**config.mk**
```make
export PLATFORM = sky130hd
export DESIGN_NAME = pll_mode_ctrl
export DESIGN_NICKNAME = d
export VERILOG_FILES = /design/src/rtl/pll_mode_ctrl.sv
export SDC_FILE = /design/constraint.sdc
export NUM_CORES = 1
export LEC_CHECK = 0
export CORE_ASPECT_RATIO = 2
export CORE_UTILIZATION = 50
export CTS_CLUSTER_DIAMETER = 200
export DETAILED_ROUTE_END_ITERATION = 12
export HOLD_SLACK_MARGIN = 0.06
export PLACE_DENSITY_LB_ADDON = 0.1
export SLEW_MARGIN = 20
export SYNTH_ARGS = -nofsm -noshare
export SYNTH_HDL_FRONTEND = slang
export SYNTH_SLANG_ARGS = --single-unit
```
**constraint.sdc**
```tcl
create_clock -name clkin -period 2.8 [get_ports clkin]
set_clock_uncertainty 0.05 [all_clocks]
set_input_delay 0.42 -clock clkin [delete_from_list [all_inputs] [get_ports clkin]]
set_output_delay 0.42 -clock clkin [all_outputs]
set_load 0.02 [all_outputs]
```
**src/rtl/pll_mode_ctrl.sv**
```systemverilog
// Mode sequencer for a Gowin PLLVR in dynamic-divider mode: table-driven divider selects,
// PLL reset pulsing, lock qualification with retry, and pixel-domain reset release.
// Optional build macro PLL_LOCK_LOSS_CNT_EN adds a saturating lock-loss event counter.
`timescale 1ns/1ps

module pll_mode_ctrl #(
    parameter int          NUM_MODES    = 4,
    parameter int          MODE_W       = 2,
    parameter logic [23:0] IDIV_TABLE   = 24'h000000,
    parameter logic [23:0] FBDIV_TABLE  = 24'h000009,
    parameter logic [23:0] ODIV_TABLE   = 24'h000004,
    parameter int          RESET_CYCLES = 16,
    parameter int          LOCK_STABLE  = 1024,
    parameter int          LOCK_TIMEOUT = 65535,
    parameter int          MAX_RETRIES  = 3
) (
    input  logic              clkin,
    input  logic              resetn,
    input  logic [MODE_W-1:0] mode_sel,
    input  logic              mode_req,
    output logic              mode_ready,
    output logic              mode_done,
    output logic              mode_bad,
    output logic [MODE_W-1:0] cur_mode,
    input  logic              pll_lock,
    output logic              pll_reset,
    output logic [5:0]        idsel,
    output logic [5:0]        fbdsel,
    output logic [5:0]        odsel,
    output logic              pix_resetn,
    output logic              locked,
    output logic              error,
    output logic [7:0]        lock_loss_cnt
);

    localparam int CNT_MAX = (RESET_CYCLES > LOCK_STABLE)
                           ? ((RESET_CYCLES > LOCK_TIMEOUT) ? RESET_CYCLES : LOCK_TIMEOUT)
                           : ((LOCK_STABLE  > LOCK_TIMEOUT) ? LOCK_STABLE  : LOCK_TIMEOUT);
    localparam int CNT_W = $clog2(CNT_MAX + 1);
    localparam int RTY_W = $clog2(MAX_RETRIES + 1);

    localparam logic [CNT_W-1:0] RST_LAST = CNT_W'(RESET_CYCLES - 1);
    localparam logic [CNT_W-1:0] STB_LAST = CNT_W'(LOCK_STABLE - 1);
    localparam logic [CNT_W-1:0] TMO_LAST = CNT_W'(LOCK_TIMEOUT - 1);
    localparam logic [CNT_W-1:0] CNT_SAT  = CNT_W'(CNT_MAX);

    typedef enum logic [2:0] {
        S_APPLY,
        S_WAIT_LOCK,
        S_STABLE,
        S_RUN,
        S_FAIL
    } state_t;

    function automatic logic [5:0] tbl_entry(input logic [23:0] tbl, input logic [MODE_W-1:0] idx);
        return tbl[6*int'(idx) +: 6];
    endfunction

    state_t            r_state;
    state_t            w_state_nxt;
    logic              r_sync1;
    logic              r_sync2;
    logic [CNT_W-1:0]  r_cnt;
    logic [RTY_W-1:0]  r_tries;
    logic [MODE_W-1:0] r_cur_mode;
    logic [5:0]        r_idsel;
    logic [5:0]        r_fbdsel;
    logic [5:0]        r_odsel;
    logic              r_pll_reset;
    logic              r_pix_resetn;
    logic              r_done;
    logic              r_bad;

    logic w_lock_s;
    logic w_ready;
    logic w_mode_ok;
    logic w_accept;
    logic w_bad;
    logic w_loss;
    logic w_timeout;
    logic w_out_of_tries;

    // LOCK comes straight from the PLL analog block; only the second flop is used by the FSM.
    always_ff @(posedge clkin or negedge resetn) begin
        if (!resetn) begin
            r_sync1 <= 1'b0;
            r_sync2 <= 1'b0;
        end else begin
            // NOTE: non-blocking assignments here make each flop sample the previous stage's old value.
            r_sync1 <= pll_lock;
            r_sync2 <= r_sync1;
        end
    end

    assign w_lock_s       = r_sync2;
    assign w_ready        = (r_state == S_RUN) || (r_state == S_FAIL);
    assign w_mode_ok      = (int'(mode_sel) < NUM_MODES);
    assign w_accept       = mode_req && w_ready && w_mode_ok;
    assign w_bad          = mode_req && w_ready && !w_mode_ok;
    assign w_loss         = (r_state == S_RUN) && !w_lock_s;
    assign w_timeout      = (r_state == S_WAIT_LOCK) && !w_lock_s && (r_cnt == TMO_LAST);
    assign w_out_of_tries = (int'(r_tries) + 1 >= MAX_RETRIES);

    always_comb begin
        // NOTE: assigning the default first keeps every path driven, so no latch is inferred.
        w_state_nxt = r_state;
        case (r_state)
            S_APPLY: begin
                if (r_cnt == RST_LAST) w_state_nxt = S_WAIT_LOCK;
            end
            S_WAIT_LOCK: begin
                if (w_lock_s)       w_state_nxt = S_STABLE;
                else if (w_timeout) w_state_nxt = w_out_of_tries ? S_FAIL : S_APPLY;
            end
            S_STABLE: begin
                if (!w_lock_s)              w_state_nxt = S_WAIT_LOCK;
                else if (r_cnt == STB_LAST) w_state_nxt = S_RUN;
            end
            S_RUN: begin
                if (!w_lock_s) w_state_nxt = S_APPLY;
            end
            S_FAIL: begin
                w_state_nxt = S_FAIL;
            end
            default: begin
                w_state_nxt = S_APPLY;
            end
        endcase
        // A request always wins, even over a lock loss in the same cycle.
        if (w_accept) w_state_nxt = S_APPLY;
    end

    always_ff @(posedge clkin or negedge resetn) begin
        if (!resetn) begin
            r_state <= S_APPLY;
            r_cnt   <= '0;
        end else begin
            r_state <= w_state_nxt;
            if (w_state_nxt != r_state) r_cnt <= '0;
            else if (r_cnt != CNT_SAT)  r_cnt <= r_cnt + CNT_W'(1);
        end
    end

    always_ff @(posedge clkin or negedge resetn) begin
        if (!resetn) begin
            r_tries <= '0;
        end else if (w_accept || w_loss) begin
            r_tries <= '0;
        end else if (w_timeout && (int'(r_tries) < MAX_RETRIES)) begin
            r_tries <= r_tries + RTY_W'(1);
        end
    end

    // Divider selects move only on acceptance, which always lands in APPLY with pll_reset high.
    always_ff @(posedge clkin or negedge resetn) begin
        if (!resetn) begin
            r_cur_mode <= '0;
            r_idsel    <= IDIV_TABLE[5:0];
            r_fbdsel   <= FBDIV_TABLE[5:0];
            r_odsel    <= ODIV_TABLE[5:0];
        end else if (w_accept) begin
            r_cur_mode <= mode_sel;
            r_idsel    <= tbl_entry(IDIV_TABLE, mode_sel);
            r_fbdsel   <= tbl_entry(FBDIV_TABLE, mode_sel);
            r_odsel    <= tbl_entry(ODIV_TABLE, mode_sel);
        end
    end

    // Reset outputs are registered so the PLL and pixel domain never see decode glitches.
    always_ff @(posedge clkin or negedge resetn) begin
        if (!resetn) begin
            r_pll_reset  <= 1'b1;
            r_pix_resetn <= 1'b0;
            r_done       <= 1'b0;
            r_bad        <= 1'b0;
        end else begin
            r_pll_reset  <= (w_state_nxt == S_APPLY);
            r_pix_resetn <= (w_state_nxt == S_RUN);
            r_done       <= (w_state_nxt == S_RUN) && (r_state != S_RUN);
            r_bad        <= w_bad;
        end
    end

`ifdef PLL_LOCK_LOSS_CNT_EN
    logic [7:0] r_loss_cnt;

    always_ff @(posedge clkin or negedge resetn) begin
        if (!resetn) begin
            r_loss_cnt <= 8'd0;
        end else if (w_loss && (r_loss_cnt != 8'hFF)) begin
            r_loss_cnt <= r_loss_cnt + 8'd1;
        end
    end

    assign lock_loss_cnt = r_loss_cnt;
`else
    assign lock_loss_cnt = 8'd0;
`endif

    assign mode_ready = w_ready;
    assign mode_done  = r_done;
    assign mode_bad   = r_bad;
    assign cur_mode   = r_cur_mode;
    assign pll_reset  = r_pll_reset;
    assign idsel      = r_idsel;
    assign fbdsel     = r_fbdsel;
    assign odsel      = r_odsel;
    assign pix_resetn = r_pix_resetn;
    assign locked     = (r_state == S_RUN);
    assign error      = (r_state == S_FAIL);

endmodule

```
==> results of run 1 <==
-- final cells by class --
type	instances	area, um^2
clock buffer	7	96.3
sequential	29	728
timing repair buffer	19	183
inverter	6	22.5
fill	312	1410
tap	48	60.1
multi-input combinational	149	913
clock inverter	1	5.00
-- path summary, 6_finish.rpt --
check	startpoint	to	depth (start not counted)
setup / recovery	r_state[2]	mode_ready	3
hold / removal	r_sync1	r_sync2	0
setup reg to reg	r_cnt[5]	r_cnt[6]	5
hold reg to reg	r_sync1	r_sync2	0
max in group asynchronous	resetn	odsel[2]	2
min in group asynchronous	resetn	r_sync2	2
-- routing by layer --
metal / up-vias / GRT usage (%) / wire, um
li1: 671 / - / -
met1: 685 / 21.2 / 1350
met2: 38 / 41.4 / 2200
met3: 11 / 3.94 / 116
met4: 0 / 12.7 / 145
met5: - / 0 / 0
-- logic make-up (layout without fill, tap and decap cells) --
kind of cell	count (synthesis)	after routing	synth area share, %
simple gates	78	78	24.0
buf+inv	38	33	13.9
compound gates	31	31	12.6
flops	29	29	40.3
xor+xnor	9	9	4.37
fa+ha+maj	4	4	2.77
mux	3	3	1.80
other cells	1	24	0.208
-- power by group through the flow --
stage	logic (uW)	clock network (uW)	registers (uW)
after floorplan	378	0	595
after global placement	468	0	603
after detailed placement	475	0	607
after CTS	478	383	602
after global routing	535	401	616
final	472	373	604
-- per-stage QoR --
stage | setup slack [ns] | cell area [um^2] | std cells | util [%]
detailed placement | 0.599 | 1910 | 251 | 55.8
global route | 0.343 | 2010 | 259 | 58.8
global placement | 0.659 | 1910 | 251 | 55.8
finish | 0.407 | 2010 | 259 | 58.8
CTS | 0.399 | 2010 | 259 | 58.8
floorplan | 0.797 | 1890 | 216 | -
-- cells in the mapped netlist, types with 2 or more instances --
library cell,number
xnor2_1,8
and3_1,4
nand2_1,11
dfstp_2,2
or4_1,3
and4_1,2
buf_2,2
and2_1,2
nand2b_1,2
a211oi_1,5
nor4_1,3
buf_4,26
dfrtp_1,27
or3_1,2
o21a_1,2
inv_1,6
mux2_2,2
a21oi_1,7
clkbuf_1,3
nand3_1,8
a21boi_0,2
nor2_1,17
o21ai_0,6
nand4_1,4
ha_1,4
nor3_1,10
-- cell usage in the layout (no fill, tap or decap), types with 3 or more instances in the layout --
cell type / instances
and3_1: 4
xnor2_1: 8
inv_1: 6
a211oi_1: 5
conb_1: 24
clkdlybuf4s50_1: 16
a21oi_1: 7
nand4_1: 4
o21ai_0: 6
nor4_1: 3
clkbuf_8: 7
buf_4: 3
nand2_1: 11
nand3_1: 8
or4_1: 3
ha_1: 4
nor3_1: 10
nor2_1: 17
dfrtp_1: 27
-- worst register-to-register path, stage by stage, from the launching register on --
cell and delay (ns):
dfrtp_1 0.46, nand3_2 0.15, or4_4 0.57, o21a_1 0.25, o21ai_4 0.42, nor3_1 0.12
-- registers in the layout, summed over array words and instances (netlist names) --
register,flops
r_cnt,16
r_state,3
cur_mode,2
r_tries,2
mode_done,1
odsel,1
pix_resetn,1
pll_reset,1
r_sync1,1
r_sync2,1
==> metrics, run 1 <==
largest vdd supply drop=0.472 mV; crit-path max cell delay=0.53 ns; count of buffer and inverter cells on the critical path=1; sw power=522 uW; overall routing resource usage=22.2%; number of primary I/O pins=41; largest net degree at the start of global routing=30; kind of cell with the highest combined delay on the critical path=simple AND/OR/NAND/NOR gates; Row Count=30; crit end category=output pin; number of max-slew violations in the final report=0; global placer's final weighted congestion=0.902; CTS Hold Bufs=0; DIE WIDTH=44.5 um; global-route congestion overflow total=0; worst hold path type=flip-flop to flip-flop; Achievable Freq=418 MHz; clock slew at reported path FFs=0.06 ns; DIE AREA=3870 um^2; slew at the pin closest to its max-slew limit=0.583 ns; core outline area=3420 um^2; kind of launch point of the worst setup path=flip-flop; fraction of the yosys area taken by sequential cells=40.3%; Root Driver=clkbuf_8; standard cell with the maximum stage delay on the critical path=clkdlybuf4s50_1; proportion of register bits with asynchronous set or reset after synthesis=100%; Clock Power Share=25.7%; number of design rule violations left after detail routing=0; Internal Dissipation=926 uW; Detailed Routing Iterations Pass 1=4; H-Tree Level Count=2; WL final=3.81 mm; Cell Chain, Critical Path=and3b_1, or2_2, clkdlybuf4s50_1; Post-synth EDFFs=0; Port Buf Inserts=16; CTS tree=done; post-synthesis register bit count=29; top flip-flop cell by instance count after synthesis=dfrtp_1; cell types with the largest area share after synthesis=dfrtp_1, buf_4, xnor2_1, nor2_1, dfstp_2; share of post-route cells with drive strength above 1=10.4%; drt initial violations=34; ratio of total power to cell area=721 nW/um^2; Syn Inst Count=193; required time at the worst-slack endpoint=2.33 ns; Distinct cells, synth=49; insertion delay to the later sink of the worst-skew pair=0.28 ns; total of max-cap violations=0; Yosys top cell area share=37.4%; initial core utilization=52.9%; Synth Cell Area=1810 um^2; Final setup viols=0; number of instances resized during post-cts repair=0; clock buffers created by TritonCTS=5; total number of clock tree sinks=29; Wirelength per Cell=14.7 um; antenna violations before repair=0; mean instance size in the synthesized netlist=9.35 um^2; Tcrit/Tclk final=85.5%; Critical Setup Path Class=flip-flop to output pin; status=finished, final reports clean; leading area contributor after synthesis=dfrtp_1; maximum net fanout on the critical path=11; Reg2Reg Setup Slack=0.63 ns; leakage power of the design=0.000883 uW; antenna violation net count after detailed routing=0; vertical die dimension=87.0 um; buffer depth of the longest clock path=2; relative area change from synthesis to final layout=11.2%; aggregate negative setup slack=0 ns; vias per cell=5.42; antenna cell count=0; Final Critical Period=2.39 ns; total via count after detailed routing=1405; arrival time reported for the critical path endpoint=1.92 ns; relative contribution of sequential cells to total power=41.7%; net count reported at finish=220; combinational group share of total power=32.6%; number of global-route vias before repair=1418; global-route wire length before repair=6.29 mm; switch share=36.1%; Yosys warnings=0; Hold WS=0.298 ns; number of buffers inserted to repair setup after CTS=0; unrepaired setup endpoints after global routing=false; Hold Violations, Final=0; HPWL after detailed placement=2.83 mm; post-layout total power=1450 uW; headroom to the max-slew limit=60.8%
No activity file was read; power rests on OpenSTA's default activity.
==> run 2, diff against run 1 <==
Settings changed: CORE_MARGIN set to 4, REMOVE_ABC_BUFFERS set to 1.
==> run 2 against run 1 <==
Worst hold slack worse by 0.00072 ns. Power shrank 0.28%. Critical path depth stayed put. Die area is 21% higher. Non-clock buffer count did not move. Clock-buffer cell count did not move. Global-route usage decreased by 4.6 points. Cell area unchanged. Via count down 3.3%. Clock power hardly changed. Maximum frequency is 0.12% higher. Critical path type unchanged. Critical endpoint unchanged. Largest cell class unchanged. Largest power group unchanged.
==> metrics, run 2 (synthesis results as in run 1) <==
slew at the pin closest to its max-slew limit=0.540 ns (-0.0428 ns); total of max-cap violations=0 (unchanged); crit end category=output pin; unrepaired setup endpoints after global routing=false; largest net degree at the start of global routing=30 (unchanged); share of post-route cells with drive strength above 1=10.4% (unchanged); HPWL after detailed placement=2.84 mm (+0.12%); depth of the most critical reg-to-reg path=5 (unchanged); Hold Crit Start=r_sync1; endpoint of the most critical register-to-register path=pll_reset; number of buffers inserted to repair setup after CTS=0 (unchanged); Achievable Freq=418 MHz (+0.12%); CTS tree=done; Worst Hold Depth=0 (unchanged); clock buffers created by TritonCTS=5 (unchanged); kind of cell with the highest combined delay on the critical path=simple AND/OR/NAND/NOR gates; buffer depth of the longest clock path=2 (unchanged); net count reported at finish=220 (unchanged); required time at the worst-slack endpoint=2.33 ns (about the same); Critical Setup Path Class=flip-flop to output pin; Row Count=30 (unchanged); arrival time reported for the critical path endpoint=1.92 ns (about the same); Final setup viols=0 (unchanged); Reg with most FFs=r_cnt; leakage power of the design=0.000883 uW (unchanged); beginning of the worst register-to-register path=r_cnt[11]; number of primary I/O pins=41 (unchanged); post-layout total power=1440 uW (-0.28%); crit-path max cell delay=0.53 ns (about the same); relative area change from synthesis to final layout=11.2% (unchanged); headroom to the max-slew limit=63.6% (+2.9 points); DIE WIDTH=50.5 um (+13%); Regs by FF count=r_cnt x16, r_state x3; WL final=3.74 mm (-1.7%); global placer's final weighted congestion=0.810 (-10%); total number of clock tree sinks=29 (unchanged); global-route wire length before repair=6.27 mm (-0.32%); standard cell with the maximum stage delay on the critical path=clkdlybuf4s50_1; aggregate negative setup slack=0 ns (unchanged); antenna violations before repair=0 (unchanged); max FFs per register=16 (unchanged); Cell Chain, Critical Path=and3b_1, or2_2, clkdlybuf4s50_1; antenna violation net count after detailed routing=0 (unchanged); Port Buf Inserts=16 (unchanged); Hold Violations, Final=0 (unchanged); most common library cell in the layout ignoring fill and taps=dfrtp_1; Tcrit/Tclk final=85.4% (-0.10 points); number of instances resized during post-cts repair=0 (unchanged); capture endpoint of the worst hold path=r_sync2; CTS Hold Bufs=0 (unchanged); antenna cell count=0 (unchanged); commonest cells after routing, fill and taps aside=dfrtp_1, conb_1, nor2_1; Wirelength per Cell=14.4 um (-1.7%); maximum net fanout on the critical path=11 (unchanged); total via count after detailed routing=1358 (-3.3%); kind of launch point of the worst setup path=flip-flop; Root Driver=clkbuf_8; Detailed Routing Iterations Pass 1=4 (unchanged); overall routing resource usage=17.6% (-4.6 points); core outline area=3450 um^2 (+1.1%); initial core utilization=52.3% (-0.57 points); clock slew at reported path FFs=0.06 ns (about the same); H-Tree Level Count=2 (unchanged); status=finished, final reports clean; insertion delay to the later sink of the worst-skew pair=0.28 ns (about the same); count of buffer and inverter cells on the critical path=1 (unchanged); largest vdd supply drop=0.462 mV (-2.1%); number of global-route vias before repair=1350 (-4.8%); worst hold path type=flip-flop to flip-flop; Final Critical Period=2.39 ns (-0.00283 ns); global-route congestion overflow total=0 (unchanged); drt initial violations=31 (-8.8%); DIE AREA=4690 um^2 (+21%); ratio of total power to cell area=719 nW/um^2 (-0.28%); Reg2Reg Setup Slack=0.64 ns (about the same); number of max-slew violations in the final report=0 (unchanged); number of design rule violations left after detail routing=0 (unchanged); vertical die dimension=93.0 um (+6.9%); vias per cell=5.24 (-3.3%)
run 2: cell counts in the layout (fill, tap and decap cells not counted):
No cell type changed its count.
run 2: per-stage QoR:
step | instances | utilization, % | setup WS (ns) | cell area (um^2) | hold WS, ns
final | 259 | 58.2 | 0.409 | 2010 | 0.297
after global placement | 251 | 55.2 | 0.626 | 1910 | 0.286
after global routing | 259 | 58.2 | 0.322 | 2010 | 0.307
after floorplan | 184 | - | 0.609 | 1660 | 0.0744
after CTS | 259 | 58.2 | 0.402 | 2010 | 0.301
after detailed placement | 251 | 55.2 | 0.501 | 1910 | 0.287
run 2: how the worst max path moves through the flow:
stage | cells after the start | startpoint | slack [ns] | to
6_report | 3 | r_state[2] | 0.41 | mode_ready
4_1_cts | 3 | r_state[2] | 0.40 | mode_ready
5_1_grt | 3 | r_state[2] | 0.32 | mode_ready
2_1_floorplan | 5 | r_cnt[0] | 0.61 | r_cnt[1]
3_3_place_gp | 5 | r_cnt[10] | 0.63 | pll_reset
3_5_place_dp | 6 | mode_req | 0.50 | r_cnt[1]
run 2: power breakdown:
group	switching [uW]	leakage [uW]	internal [uW]
combinational	275	0.000448	196
clock	154	0.0000542	222
sequential	90.5	0.000380	508
total	519	0.000883	925
run 2: cell type report:
class / count / area, um^2
clock inverters: 1 / 5.00
fillers: 331 / 1450
well taps: 48 / 60.1
flip-flops and latches: 29 / 728
multi-input cells: 149 / 913
repair buffers: 19 / 183
clock buffers: 7 / 96.3
inverters: 6 / 22.5
run 2: layer usage:
metal	routed length [um]	vias to the layer above	share of wire (%)	global-route usage, %
met5	0	-	0	0
met4	104	0	2.8	9.44
met3	131	13	3.5	3.67
met2	2150	31	57	32.9
met1	1360	648	36	17.4
li1	-	666	-	-
==> run 3, diff against run 2 <==
Settings changed: CAP_MARGIN set to 20.
==> results of run 3 <==
No change in the layout: final DEF, timing and power equal those of run 2.
